==> src/rtl/ros2_ip_pkg.sv <==
// Shared IPv4 constants and state encoding for the ros2rapper IP TX path.
package ros2_ip_pkg;

    localparam int         IPV4_HDR_MIN_LEN = 20;
    localparam logic [3:0] IPV4_VERSION     = 4'd4;

    // Byte offsets of the fixed 20-byte IPv4 header.
    localparam logic [4:0] OFF_VER_IHL = 5'd0;
    localparam logic [4:0] OFF_TOS     = 5'd1;
    localparam logic [4:0] OFF_LEN     = 5'd2;
    localparam logic [4:0] OFF_TTL     = 5'd8;
    localparam logic [4:0] OFF_PROTO   = 5'd9;
    localparam logic [4:0] OFF_SRC     = 5'd12;
    localparam logic [4:0] OFF_DST     = 5'd16;
    localparam logic [4:0] OFF_LAST    = 5'd19;

    typedef enum logic [2:0] {
        IDLE,
        HDR,
        OPT,
        HOUT,
        PAYLOAD,
        DROP
    } state_e;

endpackage

==> src/rtl/ros2_ip_tx_deframer.sv <==
// Pops IPv4 datagrams from a FWFT byte FIFO, presents the parsed header with valid/ready,
// then streams the payload; options are stripped and malformed datagrams are drained.
module ros2_ip_tx_deframer
    import ros2_ip_pkg::*;
#(
    parameter bit CHECK_VERSION = 1'b1,
    parameter int LEN_W         = 16
) (
    input  logic        i_clk,
    input  logic        i_rst_n,
    input  logic        i_enable,
    input  logic [7:0]  i_din_data,
    input  logic        i_din_empty_n,
    output logic        o_din_rd_en,
    output logic        o_tx_hdr_valid,
    input  logic        i_tx_hdr_ready,
    output logic [5:0]  o_tx_ip_dscp,
    output logic [1:0]  o_tx_ip_ecn,
    output logic [15:0] o_tx_ip_length,
    output logic [7:0]  o_tx_ip_ttl,
    output logic [7:0]  o_tx_ip_protocol,
    output logic [31:0] o_tx_ip_source_ip,
    output logic [31:0] o_tx_ip_dest_ip,
    output logic [7:0]  o_tx_payload_tdata,
    output logic        o_tx_payload_tvalid,
    input  logic        i_tx_payload_tready,
    output logic        o_tx_payload_tlast,
    output logic        o_drop
);

    state_e           state_q, state_d;
    logic [4:0]       byte_cnt_q, byte_cnt_d;
    logic [LEN_W-1:0] remaining_q, remaining_d;
    logic [LEN_W-1:0] plen_q, plen_d;
    logic             drop_pend_q, drop_pend_d;
    logic [15:0]      length_q, length_d;

    logic [7:0]       ver_ihl_q;
    logic [7:0]       tos_q;
    logic [15:0]      tot_len_q;
    logic [7:0]       ttl_q;
    logic [7:0]       proto_q;
    logic [31:0]      src_q;
    logic [31:0]      dst_q;

    logic [3:0]       ihl_s;
    logic [3:0]       ver_s;
    logic [LEN_W-1:0] hlen_s;
    logic [LEN_W-1:0] total_len_s;
    logic [LEN_W-1:0] plen_s;
    logic [LEN_W-1:0] min_len_s;
    logic [LEN_W-1:0] drop_rem_s;
    logic             bad_fmt_s;

    logic             rd_en_s;
    logic             hdr_valid_s;
    logic             tvalid_s;
    logic             tlast_s;
    logic             drop_s;

    assign ihl_s       = ver_ihl_q[3:0];
    assign ver_s       = ver_ihl_q[7:4];
    assign hlen_s      = LEN_W'({ihl_s, 2'b00});
    assign total_len_s = LEN_W'(tot_len_q);
    assign min_len_s   = LEN_W'(IPV4_HDR_MIN_LEN);
    assign plen_s      = total_len_s - hlen_s;
    assign drop_rem_s  = (total_len_s > min_len_s) ? (total_len_s - min_len_s) : '0;
    // plen==0 is deliberately not part of this: those datagrams still drain their options first.
    assign bad_fmt_s   = (CHECK_VERSION && (ver_s != IPV4_VERSION)) ||
                         (ihl_s < 4'd5) || (total_len_s < hlen_s);

    // Next-state and handshake decode.
    always_comb begin
        state_d     = state_q;
        byte_cnt_d  = byte_cnt_q;
        remaining_d = remaining_q;
        plen_d      = plen_q;
        drop_pend_d = drop_pend_q;
        length_d    = length_q;
        rd_en_s     = 1'b0;
        hdr_valid_s = 1'b0;
        tvalid_s    = 1'b0;
        tlast_s     = 1'b0;
        drop_s      = 1'b0;
        case (state_q)
            IDLE: begin
                if (i_enable && i_din_empty_n) begin
                    state_d    = HDR;
                    byte_cnt_d = 5'd0;
                end else begin
                    state_d = IDLE;
                end
            end
            HDR: begin
                rd_en_s = i_din_empty_n;
                if (i_din_empty_n) begin
                    byte_cnt_d = byte_cnt_q + 5'd1;
                    if (byte_cnt_q == OFF_LAST) begin
                        if (bad_fmt_s) begin
                            state_d     = DROP;
                            remaining_d = drop_rem_s;
                        end else if (ihl_s > 4'd5) begin
                            state_d     = OPT;
                            remaining_d = hlen_s - min_len_s;
                            plen_d      = plen_s;
                            drop_pend_d = (plen_s == '0);
                            length_d    = 16'(plen_s + min_len_s);
                        end else if (plen_s == '0) begin
                            state_d     = DROP;
                            remaining_d = '0;
                        end else begin
                            state_d     = HOUT;
                            remaining_d = plen_s;
                            length_d    = 16'(plen_s + min_len_s);
                        end
                    end else begin
                        state_d = HDR;
                    end
                end else begin
                    byte_cnt_d = byte_cnt_q;
                end
            end
            OPT: begin
                rd_en_s = i_din_empty_n;
                if (i_din_empty_n) begin
                    remaining_d = remaining_q - LEN_W'(1);
                    if (remaining_q == LEN_W'(1)) begin
                        state_d     = drop_pend_q ? DROP : HOUT;
                        remaining_d = drop_pend_q ? '0 : plen_q;
                    end else begin
                        state_d = OPT;
                    end
                end else begin
                    remaining_d = remaining_q;
                end
            end
            HOUT: begin
                hdr_valid_s = 1'b1;
                if (i_tx_hdr_ready) begin
                    state_d = PAYLOAD;
                end else begin
                    state_d = HOUT;
                end
            end
            PAYLOAD: begin
                tvalid_s = i_din_empty_n;
                tlast_s  = i_din_empty_n && (remaining_q == LEN_W'(1));
                rd_en_s  = i_din_empty_n && i_tx_payload_tready;
                if (rd_en_s) begin
                    remaining_d = remaining_q - LEN_W'(1);
                    state_d     = (remaining_q == LEN_W'(1)) ? IDLE : PAYLOAD;
                end else begin
                    remaining_d = remaining_q;
                end
            end
            DROP: begin
                if (|remaining_q) begin
                    rd_en_s = i_din_empty_n;
                    if (i_din_empty_n) begin
                        remaining_d = remaining_q - LEN_W'(1);
                    end else begin
                        remaining_d = remaining_q;
                    end
                end else begin
                    drop_s  = 1'b1;
                    state_d = IDLE;
                end
            end
            default: begin
                state_d = IDLE;
            end
        endcase
    end

    // Control state registers.
    always_ff @(posedge i_clk) begin
        if (!i_rst_n) begin
            state_q     <= IDLE;
            byte_cnt_q  <= 5'd0;
            remaining_q <= '0;
            plen_q      <= '0;
            drop_pend_q <= 1'b0;
            length_q    <= 16'd0;
        end else begin
            state_q     <= state_d;
            byte_cnt_q  <= byte_cnt_d;
            remaining_q <= remaining_d;
            plen_q      <= plen_d;
            drop_pend_q <= drop_pend_d;
            length_q    <= length_d;
        end
    end

    // Header byte capture, indexed by position within the fixed header.
    always_ff @(posedge i_clk) begin
        if (!i_rst_n) begin
            ver_ihl_q <= 8'd0;
            tos_q     <= 8'd0;
            tot_len_q <= 16'd0;
            ttl_q     <= 8'd0;
            proto_q   <= 8'd0;
            src_q     <= 32'd0;
            dst_q     <= 32'd0;
        end else if ((state_q == HDR) && i_din_empty_n) begin
            case (byte_cnt_q)
                OFF_VER_IHL:      ver_ihl_q         <= i_din_data;
                OFF_TOS:          tos_q             <= i_din_data;
                OFF_LEN:          tot_len_q[15:8]   <= i_din_data;
                OFF_LEN + 5'd1:   tot_len_q[7:0]    <= i_din_data;
                OFF_TTL:          ttl_q             <= i_din_data;
                OFF_PROTO:        proto_q           <= i_din_data;
                OFF_SRC:          src_q[31:24]      <= i_din_data;
                OFF_SRC + 5'd1:   src_q[23:16]      <= i_din_data;
                OFF_SRC + 5'd2:   src_q[15:8]       <= i_din_data;
                OFF_SRC + 5'd3:   src_q[7:0]        <= i_din_data;
                OFF_DST:          dst_q[31:24]      <= i_din_data;
                OFF_DST + 5'd1:   dst_q[23:16]      <= i_din_data;
                OFF_DST + 5'd2:   dst_q[15:8]       <= i_din_data;
                OFF_DST + 5'd3:   dst_q[7:0]        <= i_din_data;
                default:          ver_ihl_q         <= ver_ihl_q;
            endcase
        end else begin
            ver_ihl_q <= ver_ihl_q;
        end
    end

    assign o_din_rd_en         = rd_en_s;
    assign o_tx_hdr_valid      = hdr_valid_s;
    assign o_tx_payload_tvalid = tvalid_s;
    assign o_tx_payload_tlast  = tlast_s;
    assign o_tx_payload_tdata  = (state_q == PAYLOAD) ? i_din_data : 8'h00;
    assign o_drop              = drop_s;
    assign o_tx_ip_dscp        = tos_q[7:2];
    assign o_tx_ip_ecn         = tos_q[1:0];
    assign o_tx_ip_length      = length_q;
    assign o_tx_ip_ttl         = ttl_q;
    assign o_tx_ip_protocol    = proto_q;
    assign o_tx_ip_source_ip   = src_q;
    assign o_tx_ip_dest_ip     = dst_q;

endmodule
==> config.mk <==
export PLATFORM = sky130hd
export DESIGN_NAME = ros2_ip_tx_deframer
export DESIGN_NICKNAME = d
export VERILOG_FILES = /design/src/rtl/ros2_ip_pkg.sv /design/src/rtl/ros2_ip_tx_deframer.sv
export SDC_FILE = /design/constraint.sdc
export NUM_CORES = 1
export LEC_CHECK = 0
export ABC_AREA = 1
export ABC_CLOCK_PERIOD_IN_PS = 4300
export CAP_MARGIN = 5
export CORE_MARGIN = 8
export CORE_UTILIZATION = 45
export DETAILED_ROUTE_END_ITERATION = 8
export PLACE_DENSITY_LB_ADDON = 0.05
export SLEW_MARGIN = 20
export SYNTH_ARGS = -nofsm -noshare
export SYNTH_HDL_FRONTEND = slang
export SYNTH_SLANG_ARGS = --single-unit
==> constraint.sdc <==
create_clock -name i_clk -period 4.3 [get_ports i_clk]
set_clock_uncertainty 0.15 [all_clocks]
set_input_delay 0.86 -clock i_clk [delete_from_list [all_inputs] [get_ports i_clk]]
set_output_delay 0.86 -clock i_clk [all_outputs]
set_load 0.02 [all_outputs]
==> metrics.yaml <==
status: "finished, final reports clean"
synth_nets: 1148
timing.final.crit_share: 0.869
num_rows: 49
die_area_um2: 22900
n_antenna_cell: 0
num-nets-final: 1255
postCtsSetupBuffers: 0
clock_latency_ps: 440
ys_ff_latch: 169
drtIter0Drc: 410
arrival_ps: 2730
postCtsHoldBufs: 0
cap_violations: 0
required_ps: 3290
vias: 7802
hpwlAfterDp_mm: 18.8
mostFrequentLayoutCells: "a21oi_1, dfxtp_1, o21ai_0"
grt_pass1_wl_mm: 40.9
grt_use_total: 0.230
ant_nets: 0
cts-root-buf: "clkbuf_16"
finalSetupTns_ps: 0
cp-end-kind: "primary output"
grt_pass1_vias: 7475
finalMaxSlewViolations: 0
pin_count: 131
port_buffers: 130
via_per_inst: 5.33
post_drt_wl_per_cell_um: 17.7
crit_fanout: 4
grt_max_degree: 77
dieWidth_um: 151
synthCells: 1116
syn_area_um2: 8250
powerDensity_nw_per_um2: 383
ys_warn_count: 0
tightest_slew_ps: 983
period_minus_slack_ps: 3740
drc_errors: 0
synth_top_area_share: 0.410
dp.cells: 1433
cts_buffers: 17
hold_path.class: "reg2reg"
stdcell_count: 1465
start_util: 0.459
synth_cell_types: 46
synth.area.top_cells: "dfxtp_1, a21oi_1, o21ai_0, nand2_1, inv_1"
syn_area_per_cell_um2: 7.40
synth_area_leader_cell: "dfxtp_1"
drive_above_1_share: 0.0922
maxSlewHeadroom: 0.341
first_pass_iters: 5
hold_ws_ps: 300
setup_violations: 0
antenna_found_initial: 0
power.leakage_nw: 4.13
drt-total-wl_mm: 26.0
cts_tree: "done"
gp_congestion: 0.925
synth-seq-area-share: 0.410
overflow: 0
cts_resized: 0
cp-start-kind: "flop"
grt_setup_unrepaired: "false"
coreArea_um2: 18000
clk_pin_slew_worst_paths_ps: 70
max_freq_mhz: 268
areaGrowthSynthToFinish_pct: 24.4
path_class: "reg2out"
cts_max_level: 4
die_y_um: 151
cts_max_path_buffers: 2
cts_sinks: 169
ir_drop_v: 0.000299
final_common_cell: "a21oi_1"
hold_viol_final: 0
==> power by group <==
| part | total (W) | switching [W] | internal [W] |
|---|---|---|---|
| registers | 0.00164 | 0.0000384 | 0.00160 |
| clock network | 0.00156 | 0.000733 | 0.000831 |
| logic | 0.000726 | 0.000503 | 0.000223 |
| total | 0.00393 | 0.00127 | 0.00265 |
==> through the flow <==
step / power, W / utilization / setup slack [ps] / instance area, um^2
2_1_floorplan: 0.00218 / - / 1740 / 8250
3_5_place_dp: 0.00239 / 0.538 / 878 / 9670
6_report: 0.00393 / 0.571 / 563 / 10300
4_1_cts: 0.00395 / 0.571 / 538 / 10300
3_3_place_gp: 0.00239 / 0.538 / 914 / 9670
5_1_grt: 0.00411 / 0.571 / 465 / 10300
==> sequential cells by signal (all words and copies together) (netlist names) <==
| register | flops |
|---|---|
| byte_cnt_q | 5 |
| drop_pend_q | 1 |
| o_tx_ip_dest_ip | 32 |
| o_tx_ip_length | 16 |
| o_tx_ip_protocol | 8 |
| o_tx_ip_source_ip | 32 |
| o_tx_ip_ttl | 8 |
| plen_q | 16 |
| remaining_q | 16 |
| state_q | 3 |
| tos_q | 8 |
| tot_len_q | 16 |
| ver_ihl_q | 8 |
==> final timing paths <==
path                  start                  to  slack, ps  cells past startpoint
max          remaining_q[0]              o_drop        560                      7
min          o_tx_ip_ttl[4]      o_tx_ip_ttl[4]        300                      2
max reg2reg    tot_len_q[2]  o_tx_ip_length[15]       1100                     14
min reg2reg  o_tx_ip_ttl[4]      o_tx_ip_ttl[4]        300                      2
==> final cells by class <==
type                            instances  area [um^2]
Tap cell                              229          287
Clock buffer                           17          425
Fill cell                            1769         7700
Inverter                              129          487
Timing Repair Buffer                  143         1400
Sequential cell                       169         3380
Multi-Input combinational cell        763         4110
Clock inverter                         15          174
==> Yosys cell counts (all sizes together) <==
cell type	number
a221oi	5
dfxtp	169
a22oi	5
nor3	25
nor4	1
nand3b	2
o22ai	4
fa	1
a21boi	1
ha	17
o221ai	1
o21ai	148
o31ai	1
a31oi	9
buf	19
clkinv	1
nand3	45
nand2	156
a211oi	4
xnor2	7
nand4	9
nor3b	1
nor2	115
o32ai	9
clkbuf	36
a21oi	171
o21a	4
o211ai	1
inv	128
xor2	21
==> routing by layer <==
layer,GRT usage,routed length [um],part of all wire
met5,0,0,0
met4,0.111,952,0.037
met2,0.391,12900,0.49
met1,0.268,10800,0.42
met3,0.0505,1360,0.052
==> critical path, cell delays in order, from the launching register on <==
cell and delay, ps:
dfxtp_1 350, inv_1 90, ha_1 170, nand3_1 140, nor2_1 280, nand2_1 190
nor3_1 370, clkdlybuf4s50_1 690
==> logic make-up after synthesis <==
logic type                 Yosys count  synth area share
adders and majority gates           18            0.0282
DFF                                169             0.410
AOI/OAI and AO/OA                  363             0.234
and+or+nand+nor                    354             0.206
buffers and inverters              184            0.0917
xor gates and xnor gates            28            0.0297
Power figures use the tool's default switching activity.
